$ cat src/rtl/shift_sequencer.sv
// Transaction front end for the 32-bit universal shift register Shift_32.
// It parallel-loads a job word, shifts it in_shamt times, captures Q and returns it on a result port.
module shift_sequencer #(
    parameter int unsigned WIDTH = 32,
    parameter int unsigned CNT_W = 6
) (
    input  logic             clk,
    input  logic             clear,
    input  logic             in_valid,
    output logic             in_ready,
    input  logic [WIDTH-1:0] in_data,
    input  logic             in_dir,
    input  logic             in_rot,
    input  logic             in_fill,
    input  logic [CNT_W-1:0] in_shamt,
    output logic             S1,
    output logic             S0,
    output logic             SR,
    output logic             SL,
    output logic [WIDTH-1:0] PData,
    input  logic [WIDTH-1:0] Q,
    output logic             out_valid,
    input  logic             out_ready,
    output logic [WIDTH-1:0] out_data,
    output logic             busy
);

    typedef enum logic [2:0] {
        StIdle,
        StLoad,
        StShift,
        StCapture,
        StDone
    } state_e;

    state_e             state_q, state_d;
    logic [WIDTH-1:0]   data_q;
    logic [WIDTH-1:0]   out_data_q;
    logic [CNT_W-1:0]   cnt_q, cnt_d;
    logic               dir_q, rot_q, fill_q;
    logic               accept;

    always_ff @(posedge clk or negedge clear) begin
        if (!clear) begin
            state_q    <= StIdle;
            data_q     <= '0;
            out_data_q <= '0;
            cnt_q      <= '0;
            dir_q      <= 1'b0;
            rot_q      <= 1'b0;
            fill_q     <= 1'b0;
        end else begin
            state_q <= state_d;
            cnt_q   <= cnt_d;
            if (accept) begin
                data_q <= in_data;
                dir_q  <= in_dir;
                rot_q  <= in_rot;
                fill_q <= in_fill;
            end
            if (state_q == StCapture) begin
                out_data_q <= Q;
            end
        end
    end

    always_comb begin
        state_d   = state_q;
        cnt_d     = cnt_q;
        accept    = 1'b0;
        in_ready  = 1'b0;
        busy      = 1'b1;
        out_valid = 1'b0;
        S1        = 1'b0;
        S0        = 1'b0;
        SR        = 1'b0;
        SL        = 1'b0;

        case (state_q)
            StIdle: begin
                in_ready = 1'b1;
                busy     = 1'b0;
                if (in_valid) begin
                    accept  = 1'b1;
                    cnt_d   = in_shamt;
                    state_d = StLoad;
                end
            end
            StLoad: begin
                S1      = 1'b1;
                S0      = 1'b1;
                state_d = (cnt_q != '0) ? StShift : StCapture;
            end
            StShift: begin
                // Rotate feeds the outgoing bit straight back from Q in the same cycle.
                if (dir_q) begin
                    S1 = 1'b1;
                    SL = rot_q ? Q[WIDTH-1] : fill_q;
                end else begin
                    S0 = 1'b1;
                    SR = rot_q ? Q[0] : fill_q;
                end
                cnt_d = cnt_q - CNT_W'(1);
                if (cnt_q == CNT_W'(1)) begin
                    state_d = StCapture;
                end
            end
            StCapture: begin
                state_d = StDone;
            end
            StDone: begin
                out_valid = 1'b1;
                if (out_ready) begin
                    state_d = StIdle;
                end
            end
            default: begin
                state_d = StIdle;
            end
        endcase
    end

    assign PData    = data_q;
    assign out_data = out_data_q;

endmodule

$ cat config.mk
export PLATFORM = sky130hd
export DESIGN_NAME = shift_sequencer
export DESIGN_NICKNAME = d
export VERILOG_FILES = /design/src/rtl/shift_sequencer.sv
export SDC_FILE = /design/constraint.sdc
export NUM_CORES = 1
export LEC_CHECK = 0
export CORE_AREA = 2 2 92 94
export DETAILED_ROUTE_END_ITERATION = 10
export DIE_AREA = 0 0 94 96
export GPL_ROUTABILITY_DRIVEN = 0
export GPL_TIMING_DRIVEN = 0
export PLACE_DENSITY = 0.77
export SKIP_CTS_REPAIR_TIMING = 1
export SYNTH_ARGS = -nofsm -noshare
export SYNTH_HDL_FRONTEND = slang
export SYNTH_SLANG_ARGS = --single-unit
$ cat constraint.sdc
create_clock -name clk -period 2.05 [get_ports clk]
set_clock_uncertainty 0.2 [all_clocks]
set_input_delay 0.205 -clock clk [delete_from_list [all_inputs] [get_ports clk]]
set_output_delay 0.205 -clock clk [all_outputs]
set_load 0.02 [all_outputs]
After elaboration in Yosys (flattened, before gate mapping):

Index checks and enable logic that the tools add are counted.

* memory bits (writable): 0
* flip-flop bits (word level): 76
* memory bits (read-only): 0
* memories: 0
* input bits: 77
* bits in latches: 0
* word-level logic and storage cells: 43
* output and inout bits: 71

* $add $sub $neg: 1
* reduce and logical (&&, ||, !) cells: 5
* muxes and demuxes: 22
* multiply operators: 0
* shift operators: 0
* div/mod/pow operators: 0
* order comparisons: 0
* eq/ne operators: 8
* bitwise gates (word level): 0

Operators by type and width (count)
* $pmux W3 S5: 1
* $mux W1: 14
* $pmux W6 S2: 1
* $mux W3: 3
* $eq A3 B2 Y1 const B: 2
* $eq A6 B1 Y1 const B: 1
* $mux W6: 1
* $ne A2 B2 Y1 const B: 3
* $reduce_bool A6 Y1: 1
* $sub A6 B1 Y6 const B: 1
* $pmux W1 S2: 2
* $eq A3 B1 Y1 const B: 1
* $eq A3 B3 Y1 const B: 1
* $logic_not A3 Y1: 1
* $reduce_and A3 Y1: 1
* $reduce_and A2 Y1: 1
* $reduce_bool A2 Y1: 1

Longest topological paths before layout:

Gate-level depths: netlist of the first run.

* word-level depth: 3
* mapped depth: 6
* gate-level depth less buffers: 5

Least setup slack after synthesis of the first run:

OpenSTA, ideal clock, no wires.

* path kind: flip-flop to output port
* start: register state_q[0]
* end: output port S0
* path buffers: 1
* arrival: 1.402 ns
* slack: 0.243 ns
* required time: 1.645 ns
* stages on the path, launching flop included: 5
* path through: dfrtp_1 clkbuf_1 nand2b_1 or2_2 a21oi_1

* longest elaborated chain between the ends: 2
* elaborated cells on any way between the ends: 3
* classes of those cells: eq/ne: 2; mux: 1

Ends and longest elaborated chain
* start, declared: RTL line 36 `state_e state_q, state_d;`
* start signal, assigned: RTL line 45 `state_q <= StIdle;`
* start signal, assigned: RTL line 53 `state_q <= state_d;`
* $eq A3 B2 Y1 / $eq A3 B1 Y1 (equally long branches): RTL line 79 `case (state_q)`
* $pmux W1 S2 (*): RTL line 79
* end, declared: RTL line 17 `output logic S0,`

Mark *: on every way between the ends. The rest lies on a longest branch, timed or not.

Worst setup path after layout of the first run:

* start: register state_q[0]
* end: output port SR

* longest elaborated chain between the ends: 2

Ends and longest elaborated chain
* $eq A3 B2 Y1: RTL line 79
* $mux W1: RTL line 79
* end, declared: RTL line 18 `output logic SR,`

No other way between the ends.

==> impl_metrics.py, run 1 <==
metrics = {
    "sta": {
        "worst_pin_slew_ns": 0.472,
        "finalHoldViolations": 0,
        "fin_ws_ns": -0.0367,
        "finalSetupTns_ns": -0.0655,
        "min_period_over_period_pct": 102,
        "period_minus_slack_ns": 2.09,
        "setup_viol": 2,
        "rsz0062_at_grt": "yes",
        "max-slew-margin-rel_pct": 68.4,
        "slew_viol_final": 0,
        "fmax_ghz": 0.479,
    },
    "power_and_ir_drop": {
        "power_frac_comb_pct": 52.1,
        "peakVddDrop_mv": 0.814,
        "intPower_uw": 4820,
        "power_frac_seq_pct": 34.2,
        "clock_power_share_pct": 13.7,
        "switching_power_uw": 3090,
        "leakage_uw": 0.00229,
        "power.density_nw_per_um2": 1580,
        "finalPower_uw": 7910,
        "p_sw_share_pct": 39.0,
    },
    "finish": {
        "mostFrequentLayoutCells": "clkdlybuf4s50_1 (139), nand2_1 (109), dfrtp_1 (75), mux2_1 (30), clkbuf_8 (9)",
        "drive_above_1_share_pct": 8.79,
        "fin_util_pct": 62.0,
        "layout_commonest_cell": "clkdlybuf4s50_1",
        "fin_nets": 530,
        "synthToLayoutAreaGrowth_pct": 58.2,
        "antenna_cells": 0,
    },
    "grt": {
        "grt_max_degree": 67,
        "grt_usage_pct": 17.6,
        "overflow": 0,
        "antenna_found_initial": 0,
        "grt_pass1_wl_um": 12200,
        "grt_pass1_vias": 2683,
    },
    "synthesis": {
        "synth_fp_nets": 369,
        "synth.top_cell.area_share_pct": 60.3,
        "ys_ff_latch": 76,
        "synth_ff_type": "dfrtp_1",
        "async_reset_ff_share_pct": 100,
        "yosys_warnings": 0,
        "synth_area_leader_cell": "dfrtp_1",
        "synth.distinct_cells": 37,
        "synthTopCellsByArea": "dfrtp_1 (60%), nand2_1 (13%), mux2_1 (11%), mux2_2 (1.4%), buf_2 (1.3%)",
        "synth-edff-count": 0,
        "avgSynthCellArea_um2": 10.9,
        "yosysSeqAreaShare_pct": 60.3,
        "mappedNetlistArea_um2": 3160,
        "synth_cells": 289,
    },
    "detailed_routing": {
        "drtIter0Drc": 80,
        "vias": 2676,
        "routed_via_density": 4.78,
        "antenna_left": 0,
        "drc_errors": 0,
        "wl_per_cell_um": 14.0,
        "wirelength_um": 7840,
        "firstDrtPassIters": 4,
    },
    "critical_path": {
        "regToRegSetupSlack_ns": 0.05,
        "worstSetupEndpointType": "primary output",
        "arrival_ns": 1.68,
        "cp_max_fo": 5,
        "required_ns": 1.64,
        "cp-start-kind": "register",
        "critPathKind": "reg -> out",
        "worstReg2RegEnd": "rot_q",
        "rr_worst_depth": 6,
        "worstReg2RegStart": "state_q[2]",
    },
    "die": {
        "start_util_pct": 39.2,
        "die_x_um": 94,
        "ios": 148,
        "row_count": 33,
        "core-area_um2": 8050,
        "die_h_um": 96,
        "die-area_um2": 9020,
    },
    "clock_network": {
        "clk_path_buf_depth": 2,
        "cts_buffers": 9,
        "cts.clk_slew.worst_paths_ns": 0.08,
        "cts_root_buffer": "clkbuf_8",
        "cts_tree": "yes",
        "insertion_delay_ns": 0.34,
        "cts-htree-levels": 3,
        "clock_sinks": 76,
    },
    "flow_run": {
        "max_cap_viol_count": 0,
    },
    "run_status": {
        "status": "finished, violations left",
        "violations": "setup timing",
    },
    "hold_path": {
        "min_path_type": "in -> async",
    },
    "place": {
        "io_buffers": 147,
        "dpl.hpwl_um": 5870,
    },
}
area by class of cell:
type                            count  area (um^2)
Inverter                            6         22.5
Clock inverter                      4         50.0
Fill cell                         662         3060
Tap cell                          105          131
Timing Repair Buffer              150         1500
Clock buffer                       12          135
Sequential cell                    76         1900
Buffer                             15         81.3
Multi-Input combinational cell    192         1160
worst max path at each step:
stage                      to  cells past startpoint  startpoint
floorplan                  S0                      4  state_q[0]
global placement     PData[7]                      1       clear
detailed placement         SL                      4  state_q[1]
CTS                        SL                      4  state_q[1]
global route        PData[24]                      6  state_q[2]
finish                     SR                      3  state_q[0]
metal layers:
layer  vias up  routed length [um]  track usage (%)
li1       1275                   -                -
met1      1279                3350             20.8
met2       104                3670             29.3
met3        18                 616             5.56
met4         0                 197             7.97
met5         -                   0                0
critical path, stage by stage, from the launching register on:
cell and delay, ns:
dfrtp_2 0.45, or3b_1 0.49, nor3_1 0.20, clkbuf_2 0.20
kinds of logic after synthesis:
logic type | synth area share, %
simple gates | 18.9
fa+ha+maj | 1.19
compound gates | 3.21
mux | 13.4
buf+inv | 3.05
flops | 60.3
Yosys cell counts (3+ instances only):
cell type	instances
dfrtp_1	76
inv_1	6
mux2i_1	4
nor2_1	3
a21oi_1	4
clkbuf_1	6
nand2_1	109
ha_1	3
mux2_1	30
nor3_1	5
nand3_1	3
buf_2	8
mux2_2	4
state kept, by name, summed over array words and instances, names as in the netlist:
register	count
cnt_q	6
state_q	3
dir_q	1
out_data	32
rot_q	1
PData	32
fill_q	1
stage by stage:
step	worst slack (ns)	instances	instance area [um^2]	hold slack, ns
2_1_floorplan	0.243	289	3160	-0.291
3_3_place_gp	-2.08	541	4760	0.258
3_5_place_dp	-0.270	542	4780	-0.136
4_1_cts	-0.632	558	4970	-0.513
5_1_grt	-0.110	560	4990	0.0682
6_report	-0.0367	560	4990	0.0562
power groups by stage:
stage	clock network, uW	logic [uW]	registers [uW]
3_3_place_gp	0	4060	2680
4_1_cts	1120	4160	2700
6_report	1090	4120	2700
3_5_place_dp	0	4150	2730
2_1_floorplan	0	1440	3450
5_1_grt	1190	4440	2800
No activity file was read; power rests on OpenSTA's default activity.
==> inputs of run 2 (changes only) <==
--- a/config.mk
+++ b/config.mk
@@ -8,9 +8,8 @@
 export CORE_AREA = 2 2 92 94
 export DETAILED_ROUTE_END_ITERATION = 10
 export DIE_AREA = 0 0 94 96
-export GPL_ROUTABILITY_DRIVEN = 0
 export GPL_TIMING_DRIVEN = 0
-export PLACE_DENSITY = 0.77
+export PLACE_DENSITY = 0.82
 export SKIP_CTS_REPAIR_TIMING = 1
 export SYNTH_ARGS = -nofsm -noshare
 export SYNTH_HDL_FRONTEND = slang
==> run 2 against run 1 <==
Effect of this change: the run still ends with setup timing left; non-clock buffer count is 4 higher; sequential share of layout area is 0.55 points lower; sequential power hardly changed; core utilization grew 0.90 points; wire length is essentially flat; combinational power grew 2%; maximum frequency grew 0.54%; via count down 1.7%; global-route usage about the same; total power increased by 2.6%.
==> impl_metrics.py, run 2 (synthesized netlist as in run 1, its figures left out) <==
metrics = {
    "run_status": {
        "status": "finished, violations left",
        "violations": "setup timing",
    },
    "finish": {
        "mostFrequentLayoutCells": "clkdlybuf4s50_1 (139), nand2_1 (109), dfrtp_1 (75), mux2_1 (30), clkbuf_8 (12)",
        "fin_nets": 534,
        "synthToLayoutAreaGrowth_pct": 60.5,
        "drive_above_1_share_pct": 11.8,
        "antenna_cells": 0,
        "layout_commonest_cell": "clkdlybuf4s50_1",
    },
    "critical_path": {
        "cpMaxStageDelayCell": "dfrtp_2",
        "path_buf_inv": 3,
        "worstSetupEndpointType": "primary output",
        "arrival_ns": 1.67,
        "required_ns": 1.64,
        "cp-start-kind": "register",
        "worstReg2RegStart": "state_q[2]",
        "cp_top_family": "flip-flops",
        "cp_cell_sequence": "buf_6 > buf_6 > nand2b_4 > or2_2 > a21oi_2 > buf_6",
        "worstReg2RegEnd": "PData[27]",
        "rr_worst_depth": 6,
        "regToRegSetupSlack_ns": 0.09,
        "cp_max_fo": 7,
        "critPathKind": "reg -> out",
        "crit_top_cell": "buf_6",
        "cpPeakStageDelay_ns": 0.43,
    },
    "power_and_ir_drop": {
        "clock_power_share_pct": 14.7,
        "leakage_uw": 0.00231,
        "power_frac_comb_pct": 52.0,
        "p_sw_share_pct": 38.5,
        "power.density_nw_per_um2": 1600,
        "power_frac_seq_pct": 33.3,
        "peakVddDrop_mv": 0.955,
        "intPower_uw": 4990,
        "switching_power_uw": 3120,
    },
    "detailed_routing": {
        "drc_errors": 0,
        "routed_via_density": 4.66,
        "drtIter0Drc": 90,
        "vias": 2630,
        "wl_per_cell_um": 13.9,
        "wirelength_um": 7840,
        "firstDrtPassIters": 4,
        "antenna_left": 0,
    },
    "clock_network": {
        "clk_path_buf_depth": 2,
        "cts-htree-levels": 3,
        "cts_tree": "yes",
        "cts_root_buffer": "clkbuf_8",
        "clock_sinks": 76,
        "cts_buffers": 9,
        "insertion_delay_ns": 0.34,
        "cts.clk_slew.worst_paths_ns": 0.08,
    },
    "die": {
        "die_h_um": 96,
        "ios": 148,
        "core-area_um2": 8050,
        "die-area_um2": 9020,
        "row_count": 33,
        "start_util_pct": 39.2,
        "die_x_um": 94,
    },
    "sta": {
        "rsz0062_at_grt": "yes",
        "worst_pin_slew_ns": 0.463,
        "fin_ws_ns": -0.0255,
        "min_period_over_period_pct": 101,
        "setup_viol": 3,
        "finalHoldViolations": 0,
        "slew_viol_final": 0,
        "max-slew-margin-rel_pct": 69.1,
        "fmax_ghz": 0.482,
        "finalSetupTns_ns": -0.0458,
        "holdWs_ns": 0.144,
        "period_minus_slack_ns": 2.08,
    },
    "place": {
        "io_buffers": 147,
        "dpl.hpwl_um": 5940,
        "routabilityCongestion": 0.798,
    },
    "grt": {
        "overflow": 0,
        "antenna_found_initial": 0,
        "grt_pass1_wl_um": 12300,
        "grt_max_degree": 45,
        "grt_usage_pct": 17.6,
        "grt_pass1_vias": 2677,
    },
    "flow_run": {
        "max_cap_viol_count": 0,
    },
    "hold_path": {
        "min_path_type": "in -> async",
    },
}
## run 2: how the worst max path moves through the flow
| stage | start | endpoint | slack [ns] | cells past startpoint |
|---|---|---|---|---|
| final | state_q[0] | S0 | -0.03 | 6 |
| after global routing | state_q[0] | S0 | -0.11 | 6 |
| after CTS | state_q[0] | S0 | -0.63 | 5 |
| after detailed placement | state_q[0] | S0 | -0.26 | 5 |
| after global placement | clear | PData[6] | -2.04 | 1 |
| after floorplan | state_q[0] | S0 | 0.24 | 4 |
## run 2: worst register-to-register path: stages, from the launching register on
cell	delay (ns)
dfrtp_1	0.38
buf_2	0.19
nor4b_2	0.42
buf_2	0.33
buf_2	0.25
nand2_1	0.08
nand2_1	0.06
## run 2: area by class of cell
type	count	area, um^2
plain buffers	15	85.1
multi-input cells	192	1180
inverters	6	22.5
fillers	653	2990
flip-flops and latches	76	1900
clock buffers	13	169
repair buffers	154	1530
clock inverters	3	43.8
well taps	105	131
## run 2: per-stage QoR
step / cell area, um^2 / cells / util, % / worst slack [ns] / power [uW]
detailed placement: 4780 / 542 / 59.4 / -0.255 / 6870
floorplan: 3160 / 289 / - / 0.243 / 4890
global placement: 4760 / 541 / 59.1 / -2.04 / 6730
global route: 5060 / 564 / 62.9 / -0.110 / 8670
finish: 5060 / 564 / 62.9 / -0.0255 / 8110
CTS: 5000 / 558 / 62.1 / -0.631 / 8090
## run 2: metal layers
layer / track usage, % / part of all wire, %
met4: 4.47 / 1.1
met3: 5.87 / 7.2
met5: 0 / 0
met2: 31.0 / 49
met1: 20.8 / 43
## run 2: power by group through the flow
stage,clock [uW],combinational (uW),sequential [uW]
after floorplan,0,1440,3450
after global placement,0,4050,2680
after detailed placement,0,4150,2730
after CTS,1230,4160,2700
after global routing,1320,4560,2800
final,1190,4220,2700
==> inputs of run 3 (changes only) <==
--- a/config.mk
+++ b/config.mk
@@ -5,11 +5,11 @@
 export SDC_FILE = /design/constraint.sdc
 export NUM_CORES = 1
 export LEC_CHECK = 0
-export CORE_AREA = 2 2 92 94
+export CORE_AREA = 2 2 91 93
 export DETAILED_ROUTE_END_ITERATION = 10
-export DIE_AREA = 0 0 94 96
+export DIE_AREA = 0 0 93 95
 export GPL_TIMING_DRIVEN = 0
-export PLACE_DENSITY = 0.82
+export PLACE_DENSITY = 0.84
 export SKIP_CTS_REPAIR_TIMING = 1
 export SYNTH_ARGS = -nofsm -noshare
 export SYNTH_HDL_FRONTEND = slang
==> run 3 against run 2 <==
Effect of this change: clock-buffer cell count is 1 lower; sequential power hardly changed; final area shrank 0.86%; largest cell class unchanged; critical path type unchanged; cell count fell by 0.71%; highest routed layer unchanged; the run still ends with setup timing left; non-clock buffer count decreased by 3; wire length grew 0.23%.
==> impl_metrics.py, run 3 (synthesized netlist as in run 1, its figures left out) <==
metrics = {
    "clock_network": {
        "cts-htree-levels": 3,
        "clk_path_buf_depth": 2,
        "cts_root_buffer": "clkbuf_8",
        "cts.clk_slew.worst_paths_ns": 0.09,
        "cts_tree": "yes",
        "cts_buffers": 9,
        "insertion_delay_ns": 0.33,
        "clock_sinks": 76,
    },
    "sta": {
        "period_minus_slack_ns": 2.09,
        "fin_ws_ns": -0.0381,
        "worst_pin_slew_ns": 0.463,
        "finalHoldViolations": 0,
        "slew_viol_final": 0,
        "finalSetupTns_ns": -0.0464,
        "rsz0062_at_grt": "yes",
        "setup_viol": 2,
        "fmax_ghz": 0.479,
        "min_period_over_period_pct": 102,
        "max-slew-margin-rel_pct": 69.1,
        "holdWs_ns": 0.163,
    },
    "grt": {
        "antenna_found_initial": 0,
        "grt_max_degree": 42,
        "grt_use_met2_pct": 30.7,
        "grt_pass1_wl_um": 12400,
        "overflow": 0,
        "busiest_layer": "met2",
        "grt_use_met1_pct": 21.7,
        "grt_pass1_vias": 2659,
        "grt_usage_pct": 17.8,
        "met3_usage_pct": 4.79,
    },
    "run_status": {
        "violations": "setup timing",
        "status": "finished, violations left",
    },
    "finish": {
        "mostFrequentLayoutCells": "clkdlybuf4s50_1 (139), nand2_1 (109), dfrtp_1 (75), mux2_1 (30), clkbuf_8 (11)",
        "fin_util_pct": 63.3,
        "fin_nets": 531,
        "synthToLayoutAreaGrowth_pct": 59.1,
        "layout_commonest_cell": "clkdlybuf4s50_1",
        "drive_above_1_share_pct": 9.89,
        "antenna_cells": 0,
        "fillCellCount": 673,
    },
    "critical_path": {
        "cp_max_fo": 10,
        "worstReg2RegStart": "state_q[2]",
        "cp-start-kind": "register",
        "cpPeakStageDelay_ns": 0.45,
        "arrival_ns": 1.68,
        "critPathKind": "reg -> out",
        "cpMaxStageDelayCell": "dfrtp_2",
        "worstReg2RegEnd": "out_data[4]",
        "worstSetupEndpointType": "primary output",
        "required_ns": 1.64,
        "rr_worst_depth": 5,
        "regToRegSetupSlack_ns": 0.11,
        "cp_cell_sequence": "buf_4 > nand2b_1 > or2_2 > a21oi_2 > buf_6",
    },
    "die": {
        "ios": 148,
        "die_h_um": 95,
        "die_x_um": 93,
        "start_util_pct": 39.8,
        "core-area_um2": 7930,
        "die-area_um2": 8840,
        "row_count": 33,
    },
    "power_and_ir_drop": {
        "finalPower_uw": 8020,
        "leakage_uw": 0.00230,
        "switching_power_uw": 3120,
        "clock_power_share_pct": 14.3,
        "peakVddDrop_mv": 0.708,
        "power.density_nw_per_um2": 1600,
        "power_frac_comb_pct": 51.8,
        "power_frac_seq_pct": 33.9,
        "p_sw_share_pct": 38.9,
        "intPower_uw": 4900,
    },
    "detailed_routing": {
        "drc_errors": 0,
        "antenna_left": 0,
        "drtIter0Drc": 122,
        "wl_per_cell_um": 14.0,
        "firstDrtPassIters": 4,
        "vias": 2638,
        "routed_via_density": 4.71,
        "wirelength_um": 7860,
    },
    "place": {
        "io_buffers": 147,
        "routabilityCongestion": 0.836,
        "dpl.hpwl_um": 5930,
    },
    "hold_path": {
        "min_path_type": "in -> async",
    },
    "flow_run": {
        "max_cap_viol_count": 0,
    },
}
==> run 3: changes by cell type in the layout (fill, tap and decap cells not counted), sizes merged <==
cell / change
clkinv: -1
buf: -6
clkinvlp: +1
dlymetal6s2s: +2
==> run 3: cell type report <==
type                       count  area (um^2)  area share, %
tap                          105          131           2.62
clock inverter                 3         46.3          0.922
sequential                    76         1900           37.9
clock buffer                  12          155           3.09
inverter                       6         22.5          0.449
timing repair buffer         151         1500           29.9
multi-input combinational    192         1180           23.5
buffer                        15         80.1           1.60
==> run 3: worst max path at each step <==
| stage | startpoint | end | slack, ns | cells after the start |
|---|---|---|---|---|
| final | state_q[0] | S0 | -0.04 | 5 |
| after global routing | state_q[0] | S0 | -0.1 | 5 |
| after CTS | state_q[1] | SL | -0.65 | 4 |
| after detailed placement | state_q[0] | S0 | -0.27 | 5 |
| after global placement | clear | PData[12] | -2.00 | 1 |
| after floorplan | state_q[0] | S0 | 0.24 | 4 |
==> run 3: worst max-delay path: cells and delay by family, from the launching register on <==
kind	cells	cell delay, ns
and+or+nand+nor	2	0.43
buffers and inverters	2	0.32
AOI/OAI and AO/OA	1	0.16
DFF	1	0.45
==> run 3: routing by layer <==
layer	part of all wire, %	vias up
met4	0.51	0
met3	6.9	5
li1	-	1278
met5	0	-
met1	43	1264
met2	49	91
==> run 3: power by group through the flow <==
| stage | Clock [uW] | Sequential [uW] | Combinational (uW) |
|---|---|---|---|
| global route | 1260 | 2800 | 4490 |
| finish | 1150 | 2720 | 4150 |
| global placement | 0 | 2680 | 4040 |
| floorplan | 0 | 3450 | 1440 |
| CTS | 1190 | 2710 | 4160 |
| detailed placement | 0 | 2740 | 4150 |
==> run 3: per-stage QoR <==
step                cell area [um^2]  setup WS [ns]  std cells
detailed placement              4780         -0.269        542
global route                    5020        -0.0972        560
CTS                             4980         -0.651        557
floorplan                       3160          0.243        289
global placement                4760          -2.00        541
finish                          5020        -0.0381        560
